`src/rtl/data_buffer_ctrl.sv`:
```
// 64-byte endpoint FIFO on one single-ported storage array, shared by the CPU register block and the USB RX/TX engines.
// USB requests always win the array; a CPU request that loses is parked in a one-entry pending slot.
//
// state | meaning
// IDLE  | no CPU request outstanding; an uncontested CPU request executes at once
// PEND  | CPU request parked (cpu_wait=1); executes on the first cycle with no USB request
module data_buffer_ctrl #(
  parameter int DEPTH  = 64,
  parameter int ADDR_W = 6,
  parameter int OCC_W  = 7
) (
  input  logic             clk,
  input  logic             rst,
  input  logic             clear,
  input  logic             store_tx_data,
  input  logic [7:0]       tx_data,
  input  logic             get_rx_data,
  output logic [7:0]       rx_data,
  output logic             rx_data_valid,
  output logic             cpu_wait,
  input  logic             store_rx_packet_data,
  input  logic [7:0]       rx_packet_data,
  input  logic             get_tx_packet_data,
  output logic [7:0]       tx_packet_data,
  output logic [OCC_W-1:0] buffer_occupancy,
  output logic             empty,
  output logic             full,
  output logic             overflow_err,
  output logic             underflow_err
);

  typedef enum logic {IDLE, PEND} state_t;

  state_t            state, state_nxt;
  logic [7:0]        mem [DEPTH];
  logic [ADDR_W-1:0] wr_ptr, rd_ptr;
  logic              pend_pop, pend_pop_nxt;
  logic [7:0]        pend_byte, pend_byte_nxt;
  logic              req_push, req_pop, pop_cpu;
  logic [7:0]        push_byte;
  logic              usb_req, cpu_req;

  assign usb_req  = store_rx_packet_data | get_tx_packet_data;
  assign cpu_req  = store_tx_data | get_rx_data;
  assign cpu_wait = (state == PEND);
  assign empty    = (buffer_occupancy == '0);
  assign full     = (buffer_occupancy == OCC_W'(DEPTH));

  // Select the single array access for this cycle: clear, then USB push, USB pop, parked CPU op, fresh CPU op.
  always_comb begin
    state_nxt     = state;
    pend_pop_nxt  = pend_pop;
    pend_byte_nxt = pend_byte;
    req_push      = 1'b0;
    req_pop       = 1'b0;
    pop_cpu       = 1'b0;
    push_byte     = 8'h00;
    if (clear) begin
      state_nxt = IDLE;
    end else if (store_rx_packet_data) begin
      req_push  = 1'b1;
      push_byte = rx_packet_data;
    end else if (get_tx_packet_data) begin
      req_pop = 1'b1;
    end else if (state == PEND) begin
      state_nxt = IDLE;
      if (pend_pop) begin
        req_pop = 1'b1;
        pop_cpu = 1'b1;
      end else begin
        req_push  = 1'b1;
        push_byte = pend_byte;
      end
    end else if (cpu_req) begin
      if (store_tx_data) begin
        req_push  = 1'b1;
        push_byte = tx_data;
      end else begin
        req_pop = 1'b1;
        pop_cpu = 1'b1;
      end
    end
    if (!clear && state == IDLE && cpu_req && usb_req) begin
      state_nxt     = PEND;
      pend_pop_nxt  = !store_tx_data;
      pend_byte_nxt = tx_data;
    end
  end

  always_ff @(posedge clk or posedge rst) begin
    if (rst) begin
      state            <= IDLE;
      pend_pop         <= 1'b0;
      pend_byte        <= 8'h00;
      wr_ptr           <= '0;
      rd_ptr           <= '0;
      buffer_occupancy <= '0;
      rx_data          <= 8'h00;
      rx_data_valid    <= 1'b0;
      tx_packet_data   <= 8'h00;
      overflow_err     <= 1'b0;
      underflow_err    <= 1'b0;
    end else begin
      state         <= state_nxt;
      pend_pop      <= pend_pop_nxt;
      pend_byte     <= pend_byte_nxt;
      rx_data_valid <= 1'b0;
      if (clear) begin
        wr_ptr           <= '0;
        rd_ptr           <= '0;
        buffer_occupancy <= '0;
        overflow_err     <= 1'b0;
        underflow_err    <= 1'b0;
      end else if (req_push) begin
        if (full) begin
          overflow_err <= 1'b1;
        end else begin
          wr_ptr           <= wr_ptr + ADDR_W'(1);
          buffer_occupancy <= buffer_occupancy + OCC_W'(1);
        end
      end else if (req_pop) begin
        rx_data_valid <= pop_cpu;
        if (empty) begin
          underflow_err <= 1'b1;
          if (pop_cpu) rx_data <= 8'h00;
          else         tx_packet_data <= 8'h00;
        end else begin
          rd_ptr           <= rd_ptr + ADDR_W'(1);
          buffer_occupancy <= buffer_occupancy - OCC_W'(1);
          if (pop_cpu) rx_data <= mem[rd_ptr];
          else         tx_packet_data <= mem[rd_ptr];
        end
      end
    end
  end

  // Storage has no reset; req_push is already suppressed by clear.
  always_ff @(posedge clk) begin
    if (req_push && !full) mem[wr_ptr] <= push_byte;
  end

endmodule

```
`config.mk`:
```
export PLATFORM = sky130hd
export DESIGN_NAME = data_buffer_ctrl
export DESIGN_NICKNAME = d
export VERILOG_FILES = /design/src/rtl/data_buffer_ctrl.sv
export SDC_FILE = /design/constraint.sdc
export NUM_CORES = 1
export LEC_CHECK = 0
export ABC_AREA = 1
export BUFFER_PORTS_ARGS = -buffer_cell sky130_fd_sc_hd__buf_2
export CAP_MARGIN = 20
export CELL_PAD_IN_SITES_DETAIL_PLACEMENT = 0
export CELL_PAD_IN_SITES_GLOBAL_PLACEMENT = 2
export CORE_UTILIZATION = 45
export DETAILED_ROUTE_END_ITERATION = 8
export PLACE_DENSITY = 0.93
export SKIP_LAST_GASP = 1
export SYNTH_ARGS = -nofsm -noshare
export SYNTH_HDL_FRONTEND = slang
export SYNTH_SLANG_ARGS = --single-unit
```
`constraint.sdc`:
```
create_clock -name clk -period 8.8 [get_ports clk]
set_input_delay 0.88 -clock clk [delete_from_list [all_inputs] [get_ports clk]]
set_output_delay 0.88 -clock clk [all_outputs]
set_load 0.03 [all_outputs]
```
Yosys cells after proc, flatten, opt, wreduce, memory -nomap -nowiden. Memories as Yosys holds them, arrays and structs flattened. Index checks and enable logic that the tools add are counted.

Add/sub/neg operators: 4. Equality and inequality tests: 8. Multiplexer cells: 58. Bitwise logic cells: 6. Reduce and logical (&&, ||, !) cells: 21.

Operators by type and width (number): 8-bit 2-to-1 mux (13); 6-bit 2-to-1 mux (7); 7-bit 2-to-1 mux (5); 1-bit 2-to-1 mux (33); 6-bit by 1-bit adder with 6-bit output (second input constant) (2); 3-bit by 2-bit inequality test with 1-bit output (second input constant) (3); 3-bit AND reduction (3); 4-bit AND reduction (2); 2-bit nonzero test (4); 7-bit by 1-bit adder with 7-bit output (second input constant) (1); 7-bit == test (second input constant) (1); 7-bit logical NOT (1); 7-bit by 1-bit subtractor with 7-bit output (second input constant) (1); 2-bit inequality test (second input constant) (3); 2-bit AND reduction (3); 1-bit logical AND (4); 1-bit inverter (4); 1-bit logical NOT (3); 3-bit inequality test (second input constant) (1); 3-bit nonzero test (1); 1-bit bitwise OR (2).

Bits in registers: 48. Memory bits (writable): 512. Bits of input ports: 23. Output and inout bits: 29. Word-level logic and storage cells: 109. Memories kept: 1.

Memories: mem (words 64, bits a word 8, read ports 1, clocked after Yosys merged registers in 0, wr ports 1, line 35) `logic [7:0] mem [DEPTH];`.

Depth between registers and ports, before layout. Gate-level depths: netlist of run 1.

Word-level depth: 9. Gate-level depth with buffers: 15. Depth with buffers taken out: 15.

Worst setup path after synthesis of run 1. OpenSTA, ideal clock, no wires.

Path kind: input -> register. Start point: in store_rx_packet_data. End point: mem mem[0][0] (data pin). Setup time: 0.548 ns. Data arrival time: 3.293 ns. Required time: 8.252 ns. Path slack: 4.959 ns. Cell stages on the path: 4. Buffers on the path: 1. Cell sequence: clkbuf_1 -> nor2_1 -> o211ai_1 -> a21oi_1.

Word-level cells in the longest chain between the ends: 2.

Ends and longest elaborated chain: start, declared (line 21) `input logic store_rx_packet_data,`; 8-bit 2-to-1 mux (line 60) `end else if (store_rx_packet_data) begin`; 8-bit 2-to-1 mux (line 58) `if (clear) begin`; named net push_byte[0] (line 40) `logic [7:0] push_byte;`; end, declared (line 35).

The timed path passes the listed nets, and every way through them passes these cells.

Worst setup path in the final report of run 1.
Start point: reg rd_ptr[1]. End point: reg tx_packet_data[5].

Word-level cells in the longest chain between the ends: 3.

Ends and longest elaborated chain: start, declared (line 36) `logic [ADDR_W-1:0] wr_ptr, rd_ptr;`; start signal, assigned (line 128) `rd_ptr <= rd_ptr + ADDR_W'(1);`; memory read 64 x 8 bit; 8-bit 2-to-1 mux (line 130) `if (pop_cpu) rx_data <= mem[rd_ptr];`; 8-bit 2-to-1 mux (line 123) `if (empty) begin`; end signal, assigned (line 131) `else tx_packet_data <= mem[rd_ptr];`; end, declared (line 24) `output logic [7:0] tx_packet_data,`.

No other way between the ends. The select of a mux whose other input is x is not followed. A chain may end at the register's enable or synchronous reset.

==> results of run 1 <==
[cell families after synthesis]
logic type,share of synthesized area (%)
flops,68.9
fa+ha+maj,0.447
compound gates,2.95
buf+inv,5.57
xor+xnor,0.182
simple gates,21.9
[final timing paths]
path                                          start                       endpoint  slack [ns]
setup reg to reg              rd_ptr[1]$_DFFE_PP0P_  tx_packet_data[5]$_DFFE_PP0P_        5.14
hold / removal                                  rst           cpu_wait$_DFFE_PP0P_        0.44
max in group asynchronous                       rst          rd_ptr[1]$_DFFE_PP0P_        7.88
min in group clk           pend_byte[3]$_DFFE_PP0P_       pend_byte[3]$_DFFE_PP0P_        0.49
hold reg to reg            pend_byte[3]$_DFFE_PP0P_       pend_byte[3]$_DFFE_PP0P_        0.49
setup / recovery              rd_ptr[1]$_DFFE_PP0P_  tx_packet_data[5]$_DFFE_PP0P_        5.14
[sequential cells by signal, indices dropped and copies added (netlist names), 6 cells and up]
name,flops
rx_data,8
wr_ptr,6
pend_byte,8
tx_packet_data,8
buffer_occupancy,7
mem,512
rd_ptr,6
[stage by stage]
step / setup WS (ns) / util [%] / std cells / power [mW] / hold slack, ns
2_1_floorplan: 4.96 / - / 2306 / 3.98 / 0.453
3_3_place_gp: 4.94 / 47.2 / 2950 / 4.37 / 0.468
3_5_place_dp: 4.95 / 47.4 / 2958 / 4.37 / 0.471
4_1_cts: 5.18 / 50.7 / 3055 / 6.65 / 0.440
5_1_grt: 4.95 / 50.8 / 3060 / 6.89 / 0.503
6_report: 5.14 / 50.8 / 3060 / 6.62 / 0.437
[worst reg2reg max path: stages, from the launching register on]
cell,delay (ns)
dfrtp_4,0.80
clkinv_2,0.80
buf_4,0.69
o211ai_1,0.33
nand3_1,0.13
nand3_1,0.18
nand2_1,0.12
nand3_1,0.15
nand2_1,0.16
nand3_1,0.10
nand2_1,0.06
[Yosys cell counts, types with 15 or more instances]
library cell / count / area share, %
edfxtp_1: 512 / 64
nand2_1: 804 / 13
o211ai_1: 32 / 1.0
nand3_1: 301 / 6.3
dfrtp_1: 48 / 5.0
nor3_1: 16 / 0.33
clkbuf_1: 32 / 0.50
nor2_1: 152 / 2.4
buf_1: 15 / 0.23
buf_2: 55 / 1.1
inv_1: 202 / 3.2
a21oi_1: 46 / 0.96
o21ai_0: 42 / 0.87
[power groups by stage]
stage                     clock [mW]  sequential, mW  combinational [mW]
after detailed placement           0            3.14                1.24
after floorplan                    0            3.20               0.785
final                           2.29            3.09                1.24
after global placement             0            3.14                1.23
after CTS                       2.33            3.08                1.24
after global routing            2.42            3.09                1.38
[final cells by class]
| type | count | area [um2] | area share (%) |
|---|---|---|---|
| well taps | 688 | 861 | 3.22 |
| inverters | 212 | 802 | 3.00 |
| clock inverters | 24 | 215 | 0.804 |
| multi-input cells | 1421 | 6230 | 23.3 |
| repair buffers | 82 | 538 | 2.01 |
| flip-flops and latches | 560 | 16600 | 62.0 |
| clock buffers | 73 | 1530 | 5.70 |
[per-layer routing]
metal | vias up | track usage [%] | part of all wire, %
met5 | - | 0 | 0
met4 | 0 | 7.33 | 2.6
met3 | 93 | 3.52 | 6.6
met2 | 539 | 36.6 | 47
met1 | 7725 | 32.1 | 44
li1 | 7737 | - | -
==> run_results.csv, run 1 <==
group,metric,value,unit
logic_synthesis,synth_nets,2337,
grt,track_usage,22.9,%
drt,vias,16100,
clocking,numClockSinks,560,
drt,drtIter0Drc,1399,
place,gp_congestion,0.833,
worst_setup_path,critical_path.cell_chain,"clkinv_2 -> buf_4 -> o211ai_1 -> nand3_1 -> nand3_1 -> nand2_1 -> nand3_1 -> nand2_1 -> nand3_1 -> nand2_1",
die,die_x,233,um
drt,detail-route-antenna-nets,0,
worst_setup_path,path_max_fanout,73,
clocking,root_buffer,"clkbuf_16",
worst_setup_path,path_class,"reg -> reg",
die,die_area,0.0544,mm2
sta,timing.fmax,274,MHz
place,io_buffers,51,
job,cap_violations,0,
drt,post_drt_wl_per_cell,19.8,um
power,leakagePower,10.6,nW
layout,final_cell_area,0.0268,mm2
die,start_util,45.7,%
layout,final_common_cell,"nand2_1",
die,ios,52,
logic_synthesis,synth_warnings,0,
clocking,ctsLongestPathBuffers,3,
worst_setup_path,cpMostUsedCell,"nand3_1",
power,swShare,29.6,%
logic_synthesis,postSynthCellCount,2306,
sta,rsz0062_at_grt,"no",
clocking,cts_tree,"built",
grt,antenna_found_initial,0,
drt,vias_per_cell,5.26,
worst_setup_path,cp_slowest_cell,"dfrtp_4",
sta,setup_viol,0,
sta,skew,0.00878,ns
logic_synthesis,ys_seq_area_share,68.9,%
die,die_h,233,um
logic_synthesis,synth_ff_type,"edfxtp_1",
clocking,worstSkewPairLatency,0.60,ns
status,status,"complete, no violations",
sta,tns,0,ns
worst_setup_path,rr_worst_depth,10,
logic_synthesis,synth-async-reset-ratio,8.57,%
layout,area_growth,11.2,%
logic_synthesis,avgSynthCellArea,10.4,um2
drt,routed_wl,60700,um
power,power.density,247,mW/mm2
place,place_hpwl,35900,um
power,power.switching,1.96,mW
logic_synthesis,ys_types,32,
worst_setup_path,cp_num_cells,10,
sta,finalCritPeriodShare,41.5,%
die,core_area,0.0527,mm2
worst_setup_path,cp_data_arrival_time,4.14,ns
logic_synthesis,synth-edff-count,512,
worst_setup_path,slowest_delay,0.80,ns
worst_setup_path,endpoint_kind,"register",
worst_setup_path,cp-start-kind,"register",
layout,fill_cells,4595,
min_path,hold_class,"in -> async",
clocking,holdBufCountCts,0,
layout,finalNetCount,2362,
grt,grt_pass1_vias,15600,
die,num_rows,84,
layout,drive_gt1_share,7.76,%
worst_setup_path,worstPathRequired,9.29,ns
sta,final-max-slew-violation-count,0,
sta,hold_viol_final,0,
layout,diodes,0,
drt,drc,0,
power,ir_drop,0.176,mV
logic_synthesis,synth_area,0.0241,mm2
drt,first_pass_iters,5,
logic_synthesis,synth-seq-cells,560,
power,power_frac_comb,18.8,%
clocking,clk_pin_slew,0.06,ns
clocking,cts_setup_buffers,0,
grt,grt_start_max_net_pins,141,
place,place_area,0.0249,mm2
clocking,cts_buffers,54,
power,seqPwrFrac,46.6,%
layout,mostFrequentLayoutCells,"nand2_1 (804), edfxtp_1 (512), nand3_1 (301)",
clocking,htreeDepth,2,
sta,fin_crit,3.66,ns
grt,overflow,0,
sta,tightest_slew,1.10,ns
worst_setup_path,critPathTopFamily,"buffers and inverters",
sta,relSlewSlack,26.4,%
clocking,cts-resized-gates,0,
worst_setup_path,path_buf_inv,2,
power,p_int,4.65,mW
power,power_frac_clock,34.6,%
grt,grt_pass1_wl,92900,um
Power figures use the tool's default switching activity.
==> run 2, diff against run 1 <==
--- a/config.mk
+++ b/config.mk
@@ -10,9 +10,9 @@
 export CAP_MARGIN = 20
 export CELL_PAD_IN_SITES_DETAIL_PLACEMENT = 0
 export CELL_PAD_IN_SITES_GLOBAL_PLACEMENT = 2
-export CORE_UTILIZATION = 45
+export CORE_UTILIZATION = 42
 export DETAILED_ROUTE_END_ITERATION = 8
-export PLACE_DENSITY = 0.93
+export PLACE_DENSITY = 0.89
 export SKIP_LAST_GASP = 1
 export SYNTH_ARGS = -nofsm -noshare
 export SYNTH_HDL_FRONTEND = slang
==> constraint.sdc (replaced) <==
create_clock -name clk -period 3.4 [get_ports clk]
set_input_delay 0.34 -clock clk [delete_from_list [all_inputs] [get_ports clk]]
set_output_delay 0.34 -clock clk [all_outputs]
set_load 0.03 [all_outputs]
==> run 2 against run 1 <==
  * Critical path depth fell by 1
  * Sequential cell count did not move
  * Largest cell class unchanged
  * Highest routed layer unchanged
  * Register-to-register slack got worse by 4.9 ns
==> run_results.csv, run 2 (synthesis gave the netlist of run 1 again) <==
group,metric,value,unit
drt,detail-route-antenna-nets,0,
power,power_frac_comb,19.2,%
sta,tns,0,ns
layout,drive_gt1_share,8.91,%
worst_setup_path,rrSetupSlack,0.24,ns
grt,track_usage,21.8,%
min_path,worstHoldStart,"tx_data[3]",
grt,grt_start_max_net_pins,150,
layout,mostFrequentLayoutCells,"nand2_1 (804), edfxtp_1 (512), nand3_1 (301)",
die,die_area,0.0582,mm2
layout,top_register,"mem",
worst_setup_path,path_max_fanout,19,
place,place_hpwl,37400,um
grt,use_met2,35.0,%
power,power.switching,5.17,mW
drt,first_pass_iters,5,
power,leakagePower,10.9,nW
sta,hold_ws,0.0379,ns
sta,final-max-slew-violation-count,0,
clocking,clk_pin_slew,0.07,ns
sta,rsz0062_at_grt,"no",
clocking,numClockSinks,560,
sta,tightest_slew,0.888,ns
sta,skew,0.0169,ns
sta,hold_viol_final,0,
sta,timing.fmax,316,MHz
power,seqPwrFrac,45.5,%
place,io_buffers,51,
drt,vias_per_cell,5.16,
grt,overflow,0,
die,die_h,241,um
sta,setup_viol,0,
drt,routed_wl,62000,um
worst_setup_path,r2r-end,"mem[10][0]$_DFFE_PP_",
clocking,cts_buffers,54,
sta,fin_crit,3.16,ns
place,gp_congestion,0.850,
power,power_frac_clock,35.3,%
sta,finalCritPeriodShare,93.0,%
min_path,holdPathStages,3,
drt,vias,16400,
worst_setup_path,endpoint_kind,"register",
grt,met3_usage,3.60,%
min_path,hold_path_end,"pend_byte[3]$_DFFE_PP0P_",
power,ir_drop,0.485,mV
worst_setup_path,r2r-start,"cpu_wait$_DFFE_PP0P_",
place,dp_worst_setup_slack,0.283,ns
sta,relSlewSlack,40.7,%
clocking,worstSkewPairLatency,0.61,ns
die,die_x,241,um
layout,area_growth,13.8,%
job,cap_violations,0,
die,ios,52,
drt,drtIter0Drc,1292,
status,status,"complete, no violations",
worst_setup_path,cp_data_arrival_time,3.39,ns
clocking,htreeDepth,2,
clocking,ctsLongestPathBuffers,3,
power,finalPower,17.5,mW
die,start_util,42.6,%
clocking,cts_tree,"built",
grt,grt_pass1_wl,95000,um
worst_setup_path,rr_worst_depth,9,
layout,final_common_cell,"nand2_1",
clocking,root_buffer,"clkbuf_16",
grt,grt_pass1_vias,16200,
die,core_area,0.0565,mm2
drt,post_drt_wl_per_cell,19.5,um
grt,grt_use_met1,30.2,%
die,num_rows,87,
layout,diodes,0,
drt,drc,0,
grt,antenna_found_initial,0,
power,power.density,638,mW/mm2
layout,largest_register_ffs,512,
min_path,hold_class,"in -> reg",
worst_setup_path,worstPathRequired,3.63,ns
worst_setup_path,path_class,"reg -> reg",
layout,finalNetCount,2398,
power,swShare,29.6,%
sta,worst_slack,0.240,ns
worst_setup_path,cp-start-kind,"register",
grt,busiest_layer,"met2",
power,p_int,12.3,mW
## run 2: per-layer routing
| layer | part of all wire (%) | vias up | wire length [um] |
|---|---|---|---|
| met5 | 0 | - | 0 |
| met4 | 2.8 | 0 | 1740 |
| met3 | 6.2 | 100 | 3830 |
| met2 | 46 | 531 | 28700 |
| met1 | 45 | 7899 | 27700 |
| li1 | - | 7822 | - |
## run 2: worst max-delay path: stages (launching register included)
cell and delay, ns:
dfrtp_1 0.37, inv_2 0.14, nand2_1 0.12, nand3_1 0.09
nand2_1 0.15, nand2_1 0.26, nor2_1 0.19, buf_4 0.23
nand4_1 0.48, nor2_1 0.73
## run 2: metrics by stage
stage / instance area (um2) / util, % / instances
floorplan: 24100 / - / 2306
CTS: 27400 / 48.4 / 3168
detailed placement: 25500 / 45.1 / 3058
global route: 27400 / 48.4 / 3169
global placement: 25500 / 45.1 / 3058
finish: 27400 / 48.4 / 3169
## run 2: what timing repair did
action                                  in CTS  in global routing
hold buffers                                 8                  0
endpoints found under the setup margin       0                  0
resized for setup                            0                  0
endpoints found under the hold margin       45                  0
setup buffers                                0                  0
## run 2: layout make-up
class                      instances  area, um2
multi-input combinational       1421       6230
clock inverter                    36        358
clock buffer                      66       1470
sequential                       560      16600
fill                            5086      29100
inverter                         212        803
timing repair buffer             118        978
tap                              756        946
## run 2: worst max path at each step
stage / from / to / slack [ns] / depth (start not counted)
final: cpu_wait$_DFFE_PP0P_ / mem[10][0]$_DFFE_PP_ / 0.24 / 9
after global routing: cpu_wait$_DFFE_PP0P_ / mem[2][3]$_DFFE_PP_ / 0.03 / 9
after CTS: cpu_wait$_DFFE_PP0P_ / mem[10][0]$_DFFE_PP_ / 0.27 / 9
after detailed placement: cpu_wait$_DFFE_PP0P_ / mem[10][0]$_DFFE_PP_ / 0.28 / 9
after global placement: cpu_wait$_DFFE_PP0P_ / mem[13][6]$_DFFE_PP_ / 0.33 / 9
after floorplan: cpu_wait$_DFFE_PP0P_ / mem[0][0]$_DFFE_PP_ / 0.61 / 6
## run 2: power groups by stage
stage / clock network (mW) / registers [mW] / logic (mW)
after floorplan: 0 / 8.27 / 2.04
after global placement: 0 / 8.09 / 3.30
after detailed placement: 0 / 8.08 / 3.32
after CTS: 6.26 / 7.94 / 3.34
after global routing: 6.50 / 7.97 / 3.70
final: 6.16 / 7.95 / 3.34
